$ cat src/rtl/timer_scheduler_pkg.sv
// Shared definitions for the timer scheduler: FSM state encoding and the
// per-requester multiplier field width.
package timer_scheduler_pkg;

    localparam int MULT_W = 2;

    typedef enum logic [1:0] {
        IDLE = 2'd0,
        RUN  = 2'd1,
        DONE = 2'd2
    } state_e;

endpackage

$ cat src/rtl/timer_scheduler_if.sv
// Requester-facing bundle of the timer scheduler. The master side drives
// req/mult; the slave (scheduler) side drives grant/done/busy/owner and a state view.
interface timer_scheduler_if #(
    parameter int NREQ = 4
) ();
    import timer_scheduler_pkg::*;

    // req is a level: a requester raises it and holds it until its done pulse
    // is seen; dropping it while granted cancels the delay.
    logic [NREQ-1:0]        req;
    logic [MULT_W*NREQ-1:0] mult;
    logic [NREQ-1:0]        grant;
    logic [NREQ-1:0]        done;
    logic                   busy;
    logic [2:0]             owner;
    state_e                 state;

    modport master (
        output req, mult,
        input  grant, done, busy, owner, state
    );

    modport slave (
        input  req, mult,
        output grant, done, busy, owner, state
    );

endinterface

$ cat src/rtl/timer_scheduler_delay_timer.sv
// Retriggerable delay timer: a start pulse loads the target and restarts the
// count at 1; expired is high while the count equals the target.
module delay_timer #(
    parameter int CW = 32
) (
    input  logic          clk,
    input  logic          reset,
    input  logic          start,
    input  logic          cancel,
    input  logic [CW-1:0] target,
    output logic          expired
);

    logic [CW-1:0] count_q, count_d;
    logic [CW-1:0] target_q, target_d;
    logic          running_q, running_d;

    assign expired = running_q && (count_q == target_q);

    always_comb begin
        count_d   = count_q;
        target_d  = target_q;
        running_d = running_q;
        if (cancel) begin
            count_d   = '0;
            running_d = 1'b0;
        end else if (start) begin
            target_d  = target;
            count_d   = CW'(1);
            running_d = 1'b1;
        end else if (running_q) begin
            // Stop counting once the target is hit so the flag lasts one cycle.
            if (expired) begin
                running_d = 1'b0;
            end else begin
                count_d = count_q + CW'(1);
            end
        end
    end

    always_ff @(posedge clk or negedge reset) begin
        if (!reset) begin
            count_q   <= '0;
            target_q  <= '0;
            running_q <= 1'b0;
        end else begin
            count_q   <= count_d;
            target_q  <= target_d;
            running_q <= running_d;
        end
    end

endmodule

$ cat src/rtl/timer_scheduler.sv
// Round-robin arbiter that lends one delay timer to NREQ requesters, each asking
// for TVALUE<<mult cycles, and pulses the owner's done line when it elapses.
module timer_scheduler
    import timer_scheduler_pkg::*;
#(
    parameter int NREQ   = 4,
    parameter int TVALUE = 7,
    parameter int CW     = 32
) (
    input  logic                clk,
    input  logic                reset,
    timer_scheduler_if.slave    bus
);

    state_e        state_q, state_d;
    logic [2:0]    owner_q, owner_d;
    logic [2:0]    ptr_q, ptr_d;
    logic [NREQ-1:0] grant_q, grant_d;
    logic [NREQ-1:0] done_q, done_d;
    logic          busy_q, busy_d;

    logic          start;
    logic          cancel;
    logic          expired;
    logic [CW-1:0] target_new;

    logic [7:0]    req_pad;
    logic [15:0]   mult_pad;
    logic [7:0]    owner_oh;
    logic          found;
    logic [2:0]    win;
    logic [3:0]    idx;
    logic [MULT_W-1:0] win_mult;

    // Zero-padded copies let the 3-bit indices address any legal NREQ.
    assign req_pad  = 8'(bus.req);
    assign mult_pad = 16'(bus.mult);

    // Round-robin search starting just after the last granted requester.
    always_comb begin
        found = 1'b0;
        win   = '0;
        idx   = '0;
        for (int off = 1; off <= NREQ; off++) begin
            idx = {1'b0, ptr_q} + 4'(off);
            if (idx >= 4'(NREQ)) begin
                idx = idx - 4'(NREQ);
            end
            if (!found && req_pad[idx[2:0]]) begin
                found = 1'b1;
                win   = idx[2:0];
            end
        end
    end

    assign win_mult   = mult_pad[{win, 1'b0} +: MULT_W];
    assign target_new = CW'(TVALUE) << win_mult;

    always_comb begin
        state_d = state_q;
        owner_d = owner_q;
        ptr_d   = ptr_q;
        start   = 1'b0;
        cancel  = 1'b0;
        case (state_q)
            IDLE: begin
                if (found) begin
                    state_d = RUN;
                    owner_d = win;
                    ptr_d   = win;
                    start   = 1'b1;
                end
            end
            RUN: begin
                // A dropped request wins over a simultaneous expiry: no done.
                if (!req_pad[owner_q]) begin
                    state_d = IDLE;
                    cancel  = 1'b1;
                end else if (expired) begin
                    state_d = DONE;
                end
            end
            DONE: begin
                state_d = IDLE;
            end
            default: begin
                state_d = IDLE;
            end
        endcase
    end

    // Outputs are decoded from the next state so they appear registered.
    always_comb begin
        owner_oh = 8'b1 << owner_d;
        grant_d  = '0;
        done_d   = '0;
        if (state_d == RUN) begin
            grant_d = owner_oh[NREQ-1:0];
        end
        if (state_d == DONE) begin
            done_d = owner_oh[NREQ-1:0];
        end
        busy_d = (state_d != IDLE);
    end

    always_ff @(posedge clk or negedge reset) begin
        if (!reset) begin
            state_q <= IDLE;
            owner_q <= '0;
            ptr_q   <= 3'(NREQ - 1);
            grant_q <= '0;
            done_q  <= '0;
            busy_q  <= 1'b0;
        end else begin
            state_q <= state_d;
            owner_q <= owner_d;
            ptr_q   <= ptr_d;
            grant_q <= grant_d;
            done_q  <= done_d;
            busy_q  <= busy_d;
        end
    end

    delay_timer #(
        .CW (CW)
    ) u_delay_timer (
        .clk     (clk),
        .reset   (reset),
        .start   (start),
        .cancel  (cancel),
        .target  (target_new),
        .expired (expired)
    );

    assign bus.grant = grant_q;
    assign bus.done  = done_q;
    assign bus.busy  = busy_q;
    assign bus.owner = owner_q;
    assign bus.state = state_q;

endmodule

$ cat src/flat_wrapper.sv
// flat-port wrapper written by rule: the top's interface ports become plain ports
module timer_scheduler_flat import timer_scheduler_pkg::*;
#(
    parameter int NREQ   = 4,
    parameter int TVALUE = 7,
    parameter int CW     = 32
)
  (clk, reset, bus_req, bus_mult, bus_grant, bus_done, bus_busy, bus_owner, bus_state);
  timer_scheduler_if #(.NREQ(NREQ)) bus_i ();
  input  logic clk;
  input  logic reset;
  input wire logic [$bits(bus_i.req)-1:0] bus_req;
  input wire logic [$bits(bus_i.mult)-1:0] bus_mult;
  output wire logic [$bits(bus_i.grant)-1:0] bus_grant;
  output wire logic [$bits(bus_i.done)-1:0] bus_done;
  output wire logic [$bits(bus_i.busy)-1:0] bus_busy;
  output wire logic [$bits(bus_i.owner)-1:0] bus_owner;
  output wire logic [$bits(bus_i.state)-1:0] bus_state;
  assign bus_i.req = bus_req;
  assign bus_i.mult = bus_mult;
  assign bus_grant = bus_i.grant;
  assign bus_done = bus_i.done;
  assign bus_busy = bus_i.busy;
  assign bus_owner = bus_i.owner;
  assign bus_state = bus_i.state;
  timer_scheduler #(.NREQ(NREQ), .TVALUE(TVALUE), .CW(CW)) u_core (.clk(clk), .reset(reset), .bus(bus_i));
endmodule
$ cat config.mk
export PLATFORM = sky130hd
export DESIGN_NAME = timer_scheduler_flat
export DESIGN_NICKNAME = d
export VERILOG_FILES = /design/src/rtl/timer_scheduler_pkg.sv /design/src/rtl/timer_scheduler_if.sv /design/src/rtl/timer_scheduler_delay_timer.sv /design/src/rtl/timer_scheduler.sv /design/src/flat_wrapper.sv
export SDC_FILE = /design/constraint.sdc
export NUM_CORES = 1
export LEC_CHECK = 0
export CAP_MARGIN = 30
export CELL_PAD_IN_SITES_DETAIL_PLACEMENT = 1
export CELL_PAD_IN_SITES_GLOBAL_PLACEMENT = 1
export CORE_MARGIN = 3
export CORE_UTILIZATION = 42
export CTS_CLUSTER_DIAMETER = 200
export DETAILED_ROUTE_END_ITERATION = 16
export MAX_ROUTING_LAYER = met4
export PLACE_DENSITY = 0.78
export SLEW_MARGIN = 20
export SYNTH_ARGS = -nofsm -noshare
export SYNTH_HDL_FRONTEND = slang
export SYNTH_SLANG_ARGS = --single-unit
$ cat constraint.sdc
create_clock -name clk -period 6.8 [get_ports clk]
set_clock_uncertainty 0.1 [all_clocks]
set_input_delay 0.68 -clock clk [delete_from_list [all_inputs] [get_ports clk]]
set_output_delay 0.68 -clock clk [all_outputs]
set_load 0.05 [all_outputs]
==> qor.log, run 1 <==
qor: power_and_ir_drop.p_leak 1.47 nW
qor: synthesis.ys_types 51
qor: floorplan.io_pins 28
qor: timing.grt_setup_unrepaired false
qor: power_and_ir_drop.p_per_area 399 nW/um^2
qor: global_route.antenna_found_initial 0
qor: floorplan.floorplan.core_area 6830 um^2
qor: routing.drt-wirelength-per-cell 15.7 um
qor: timing.setup-violations-final 0
qor: clock_tree.cts_inserted_buffers 5
qor: timing.final-hold-violation-count 0
qor: setup_path.path_cells inv_1 > ha_1 > mux4_2 > o21a_1 > nor2_1 > a311o_2 > nand2_1 > buf_8 > nor2_1
qor: floorplan.rows 30
qor: setup_path.worstRegToRegCells 9
qor: setup_path.timing.critical_path.mode_cell nor2_1
qor: timing.tightest_hold_margin 0.384 ns
qor: layout.layout_cell_share_with_drive_strength_beyond_1 11.1%
qor: setup_path.worstReg2RegEnd u_core.u_delay_timer.count_q[20]$_DFFE_PN0P_
qor: clock_tree.cts_resized 0
qor: synthesis.number_of_enable_type_register_cells_in_the_synthesized_netlist 0
qor: synthesis.seq_area_frac_synth 47.1%
qor: setup_path.crit_path_top_delay_cell dfstp_2
qor: clock_tree.holdBufCountCts 0
qor: setup_path.worst-endpoint-required 6.95 ns
qor: routing.finalWirelength 6590 um
qor: global_route.gr-total-overflow 0
qor: routing.detail-route-antenna-nets 0
qor: timing.max_slew_margin 51.9%
qor: clock_tree.clkLatencyLatePin 0.32 ns
qor: flow_run.drv.max_cap_violation_count 0
qor: synthesis.syn_area_per_cell 10.1 um^2
qor: setup_path.critical_path.endpoint_type flip-flop
qor: routing.vias_per_cell 5.27
qor: floorplan.fp.dieH 90.2 um
qor: setup_path.cp_num_cells 9
qor: setup_path.critical_path.startpoint_type flip-flop
qor: global_route.vias_in_the_first_global_route 2,343
qor: timing.setup_tns 0 ns
qor: setup_path.critPathMaxFanout 22
qor: synthesis.ys_dominant_reg_cell dfrtp_1
qor: setup_path.critical_path.n_buffers_inverters 2
qor: synthesis.synthesis.area 2980 um^2
qor: global_route.global_route.usage.total 18.2%
qor: layout.instances_no_fill 419
qor: clock_tree.clock_sink_count 56
qor: timing.layout_worst_path_cycle_share 47.6%
qor: setup_path.crit_reg_reg_startpoint u_core.ptr_q[0]$_DFFE_PN1P_
qor: synthesis.synth_cells 294
qor: layout.antenna_cells 0
qor: floorplan.initial_utilization 43.6%
qor: placement.dpl.cell_count 411
qor: global_route.grt_max_degree 57
qor: setup_path.critPathKind flip-flop to flip-flop
qor: synthesis.synth_seq_cells 56
qor: layout.areaGrowthSynthToFinish 15.4%
qor: layout.mostFrequentLayoutCell dfrtp_1
qor: layout.finalNetCount 339
qor: timing.slew_worst_pin 0.721 ns
qor: setup_path.timing.reg2reg.setup_slack 3.56 ns
qor: synthesis.synthesis.yosys.warnings 0
qor: synthesis.async_reset_ff_share 100%
qor: clock_tree.h_tree_levels 2
qor: clock_tree.cts_root_buffer clkbuf_8
qor: power_and_ir_drop.worst_ir_drop_on_vdd 246 uV
qor: floorplan.die_area 8140 um^2
qor: routing.via_count 2,210
qor: placement.dp_hpwl 4820 um
qor: routing.first_pass_iters 4
qor: setup_path.worstPathArrival 3.39 ns
qor: timing.timing.final.max_slew_violations 0
qor: timing.timing.final.crit_period 3.24 ns
qor: clock_tree.ctsLongestPathBuffers 2
qor: clock_tree.clock_tree_from_tritoncts yes
qor: routing.drt-initial-drc-count 111
qor: timing.fmax 0.309 GHz
qor: placement.gp_congestion 0.801
qor: synthesis.synth.net_count 311
qor: setup_path.crit_path_max_incr_delay 0.69 ns
qor: layout.layout_common_cells dfrtp_1 (54), nor2_1 (39), nand2_1 (26), clkdlybuf4s50_1 (26), xor2_1 (20)
qor: setup_path.path_delay_family flip-flops
qor: floorplan.die_w 90.2 um
qor: hold_path.holdCritPathClass input port to asynchronous set/reset pin
qor: clock_tree.cts_post_setup_buffers_inserted 0
qor: placement.placement.io_buffers 27
qor: global_route.grt_first_pass_wirelength 11,700 um
qor: routing.drc_errors 0
qor: clock_tree.clk_pin_slew 0.11 ns
qor: outcome.run_status completed
-- worst max path at each step --
stage                                                    to                        start  slack (ns)
2_1_floorplan  u_core.u_delay_timer.target_q[2]$_DFFE_PN0P_  u_core.ptr_q[0]$_DFFE_PN1P_        4.13
3_3_place_gp   u_core.u_delay_timer.count_q[24]$_DFFE_PN0P_                   bus_req[0]        3.21
3_5_place_dp   u_core.u_delay_timer.count_q[20]$_DFFE_PN0P_                   bus_req[1]        3.42
4_1_cts        u_core.u_delay_timer.count_q[20]$_DFFE_PN0P_  u_core.ptr_q[0]$_DFFE_PN1P_        3.54
5_1_grt        u_core.u_delay_timer.count_q[20]$_DFFE_PN0P_  u_core.ptr_q[0]$_DFFE_PN1P_        3.31
6_report       u_core.u_delay_timer.count_q[20]$_DFFE_PN0P_  u_core.ptr_q[0]$_DFFE_PN1P_        3.56
-- cells in the mapped netlist, drive strengths merged (5+ instances only) --
cell / number / area share (%)
nor4: 10 / 2.1
mux2i: 6 / 2.0
a21oi: 10 / 1.7
nor3: 15 / 2.5
xor2: 20 / 5.9
nand4: 7 / 1.5
nand2: 27 / 3.5
and3: 5 / 1.1
xnor2: 16 / 4.7
mux4: 5 / 3.8
dfrtp: 54 / 45
inv: 16 / 2.1
buf: 9 / 2.1
nor2: 42 / 5.7
nand3: 10 / 2.1
-- power by group --
part	switching, mW	internal, mW	total (mW)
Sequential	0.0567	0.392	0.448
Clock	0.107	0.110	0.217
Combinational	0.429	0.278	0.707
Total	0.593	0.779	1.37
-- final cells by class --
cell class,count,area (um^2)
Multi-Input combinational cell,213,1450
Clock buffer,6,72.6
Timing Repair Buffer,30,295
Clock inverter,2,35.0
Fill cell,778,3390
Sequential cell,56,1400
Inverter,16,62.6
Tap cell,96,120
-- sequential cells by signal (all words and copies together), names as in the netlist --
| register | count |
|---|---|
| u_core.bus.owner | 3 |
| u_core.bus.grant | 4 |
| u_core.u_delay_timer.count_q | 32 |
| u_core.u_delay_timer.target_q | 6 |
| u_core.u_delay_timer.running_q | 1 |
| u_core.bus.busy | 1 |
| u_core.ptr_q | 3 |
| u_core.bus.done | 4 |
| u_core.bus.state | 2 |
-- through the flow --
stage	instance area, um^2	worst slack (ns)	power (mW)	util, %
finish	3440	3.56	1.37	50.3
global route	3440	3.31	1.46	50.3
CTS	3440	3.54	1.38	50.3
detailed placement	3330	3.42	1.16	48.8
global placement	3320	3.21	1.13	48.5
floorplan	2980	4.13	0.997	-
-- logic make-up (layout without fill, tap and decap cells) --
| group | count (synthesis) | after routing | synth area share [%] |
|---|---|---|---|
| buffers and inverters | 25 | 54 | 4.24 |
| XOR/XNOR | 36 | 36 | 10.6 |
| flip-flops | 56 | 56 | 47.1 |
| adder cells (fa/ha/maj) | 3 | 3 | 1.26 |
| multiplexers | 13 | 13 | 6.55 |
| AO/OA/AOI/OAI | 28 | 28 | 7.64 |
| AND/OR/NAND/NOR | 133 | 133 | 22.6 |
-- worst register-to-register path, cell delays in order (launching register included) --
cell,delay [ns]
dfstp_2,0.69
inv_1,0.12
ha_1,0.41
mux4_2,0.36
o21a_1,0.16
nor2_1,0.09
a311o_2,0.46
nand2_1,0.37
buf_8,0.28
nor2_1,0.15
-- metal layers --
layer | vias up | track usage (%) | share of wire, % | wire length, um
met5 | - | - | 0 | 0
li1 | 1065 | - | - | -
met4 | 0 | 3.95 | 1.1 | 72
met2 | 25 | 28.6 | 48 | 3180
met3 | 8 | 3.35 | 2.4 | 161
met1 | 1112 | 24.8 | 48 | 3180
Note: power is estimated with default switching activity, not from simulation.
==> inputs of run 2 (changes only) <==
CORE_UTILIZATION = 40   (was 42)
clock period = 2.8 ns   (was 6.8 ns; I/O delays follow)
==> run 2 against run 1 <==
Combinational power increased to 2.8 times the previous value. Final area increased by 3.1%. Wire length increased by 1.2%. Setup slack got worse by 3.5 ns. Cell count increased by 2.9%. Core utilization increased by 0.15 points. Count of clock-buffer cells in the layout decreased by 1. Global-route usage decreased by 1.2 points. Power increased to 2.6 times the previous value. Critical path depth increased by 1. The flow now finishes with violations (negative hold slack). Sequential power increased by 140%.
==> qor.log, run 2 (synthesis gave the netlist of run 1 again) <==
qor: power_and_ir_drop.worst_ir_drop_on_vdd 619 uV
qor: layout.layout_cell_share_with_drive_strength_beyond_1 15.5%
qor: layout.instances_no_fill 431
qor: outcome.failed_checks negative hold slack
qor: placement.pre_cts_slack -0.0746 ns
qor: global_route.grt_first_pass_wirelength 11,300 um
qor: clock_tree.h_tree_levels 2
qor: clock_tree.clock_tree_from_tritoncts yes
qor: timing.setup_tns 0 ns
qor: timing.slew_worst_pin 0.701 ns
qor: global_route.vias_in_the_first_global_route 2,367
qor: setup_path.worstReg2RegEnd u_core.u_delay_timer.target_q[0]$_DFFE_PN0P_
qor: layout.areaGrowthSynthToFinish 18.9%
qor: timing.fmax 0.363 GHz
qor: floorplan.rows 30
qor: global_route.global_route.usage.total 17.0%
qor: timing.final-hold-violation-count 28
qor: routing.vias_per_cell 5.30
qor: placement.placement.io_buffers 27
qor: clock_tree.cts_root_buffer clkbuf_8
qor: floorplan.fp.dieH 92.3 um
qor: timing.timing.final.crit_period 2.76 ns
qor: setup_path.critical_path.endpoint_type flip-flop
qor: routing.first_pass_iters 4
qor: routing.detail-route-antenna-nets 0
qor: power_and_ir_drop.p_per_area 988 nW/um^2
qor: layout.final.fill_count 826
qor: layout.ff_latch_area 1400 um^2
qor: routing.drc_errors 0
qor: routing.via_count 2,284
qor: setup_path.critPathMaxFanout 7
qor: layout.max_flop_register u_core.u_delay_timer.count_q
qor: clock_tree.clk_pin_slew 0.11 ns
qor: global_route.antenna_found_initial 0
qor: floorplan.die_area 8520 um^2
qor: layout.largest_registers u_core.u_delay_timer.count_q (32), u_core.u_delay_timer.target_q (6)
qor: setup_path.critical_path.startpoint_type flip-flop
qor: setup_path.timing.critical_path.mode_cell a22o_1
qor: timing.timing.final.max_slew_violations 0
qor: layout.finalNetCount 351
qor: timing.layout_worst_path_cycle_share 98.5%
qor: power_and_ir_drop.p_leak 1.52 nW
qor: routing.drt-initial-drc-count 88
qor: layout.layout_common_cells dfrtp_1 (54), nor2_1 (39), nand2_1 (26), clkdlybuf4s50_1 (26), xor2_1 (20)
qor: clock_tree.clock_sink_count 56
qor: layout.largest_register_ffs 32
qor: hold_path.holdCritPathClass input port to asynchronous set/reset pin
qor: routing.drt-wirelength-per-cell 15.5 um
qor: setup_path.worstRegToRegCells 10
qor: layout.antenna_cells 0
qor: placement.dpl.cell_count 416
qor: placement.dp_hpwl 4660 um
qor: setup_path.critPathKind flip-flop to flip-flop
qor: floorplan.io_pins 28
qor: outcome.run_status finished with violations
qor: flow_run.drv.max_cap_violation_count 0
qor: setup_path.worstPathArrival 2.93 ns
qor: setup_path.timing.reg2reg.setup_slack 0.04 ns
qor: setup_path.crit_reg_reg_startpoint u_core.ptr_q[0]$_DFFE_PN1P_
qor: timing.grt_setup_unrepaired true
qor: routing.finalWirelength 6670 um
qor: timing.max_slew_margin 52.8%
qor: floorplan.die_w 92.3 um
qor: floorplan.initial_utilization 42.4%
qor: setup_path.path_cells inv_1 > ha_4 > mux4_2 > o21a_1 > nor2_1 > a311o_2 > buf_4 > nor2b_1 > a22o_1 > a22o_1
qor: setup_path.crit_path_max_incr_delay 0.59 ns
qor: clock_tree.ctsLongestPathBuffers 2
qor: layout.mostFrequentLayoutCell dfrtp_1
qor: clock_tree.clkLatencyLatePin 0.32 ns
qor: timing.tightest_hold_margin -0.0171 ns
qor: clock_tree.cts_inserted_buffers 5
qor: layout.multi_input_comb_area 1480 um^2
qor: timing.setup-violations-final 0
qor: global_route.grt_max_degree 57
qor: setup_path.worst-endpoint-required 2.97 ns
qor: floorplan.floorplan.core_area 7020 um^2
qor: timing.final_critical_path_setup_slack 0.0420 ns
qor: setup_path.crit_path_top_delay_cell dfstp_2
qor: global_route.gr-total-overflow 0
qor: placement.gp_congestion 0.845
-- run 2: per-layer routing --
metal	part of all wire (%)	routed length (um)	vias up	track usage, %
met3	2.5	166	6	4.47
met1	48	3230	1169	22.0
met2	48	3200	21	27.0
met5	0	0	-	-
li1	-	-	1088	-
met4	1.1	72	0	3.71
-- run 2: timing repair --
action	in CTS	in global routing
pin swaps	1	1
gates resized for setup	0	4
setup endpoints to repair	4	45
buffers inserted	4	3
hold buffers	0	0
-- run 2: worst max path at each step --
stage	to	from	cells past startpoint	slack, ns
4_1_cts	u_core.bus.done[0]$_DFF_PN0_	u_core.ptr_q[0]$_DFFE_PN1P_	10	0.002
3_5_place_dp	u_core.bus.done[0]$_DFF_PN0_	u_core.ptr_q[0]$_DFFE_PN1P_	10	-0.07
5_1_grt	u_core.u_delay_timer.target_q[0]$_DFFE_PN0P_	u_core.ptr_q[0]$_DFFE_PN1P_	10	-0.06
2_1_floorplan	u_core.u_delay_timer.target_q[2]$_DFFE_PN0P_	u_core.ptr_q[0]$_DFFE_PN1P_	10	0.13
6_report	u_core.u_delay_timer.target_q[0]$_DFFE_PN0P_	u_core.ptr_q[0]$_DFFE_PN1P_	10	0.04
3_3_place_gp	u_core.bus.done[0]$_DFF_PN0_	u_core.ptr_q[0]$_DFFE_PN1P_	10	0.08
-- run 2: through the flow --
stage	power, mW	utilization [%]	instance area (um^2)
2_1_floorplan	2.42	-	2980
3_3_place_gp	2.83	48.1	3370
3_5_place_dp	2.87	48.1	3370
4_1_cts	3.38	49.8	3490
5_1_grt	3.73	50.5	3540
6_report	3.50	50.5	3540
-- run 2: final cells by class --
class                      count  area share [%]
clock buffer                   5            1.94
clock inverter                 3           0.600
inverter                      16            1.77
multi-input combinational    213            41.7
sequential                    56            39.6
tap                           96            3.39
timing repair buffer          42            11.0
-- run 2: report_power, final --
group	internal, mW	total [mW]	switching (mW)
clock network	0.178	0.455	0.277
logic	0.853	1.99	1.14
registers	0.949	1.06	0.106
total	1.98	3.50	1.52
-- run 2: worst max-delay path: cells and delay by family (launching register included) --
kind / cells / cell delay (ns)
compound gates: 4 / 1.02
flops: 1 / 0.59
fa+ha+maj: 1 / 0.26
mux: 1 / 0.25
buf+inv: 2 / 0.28
simple gates: 2 / 0.21
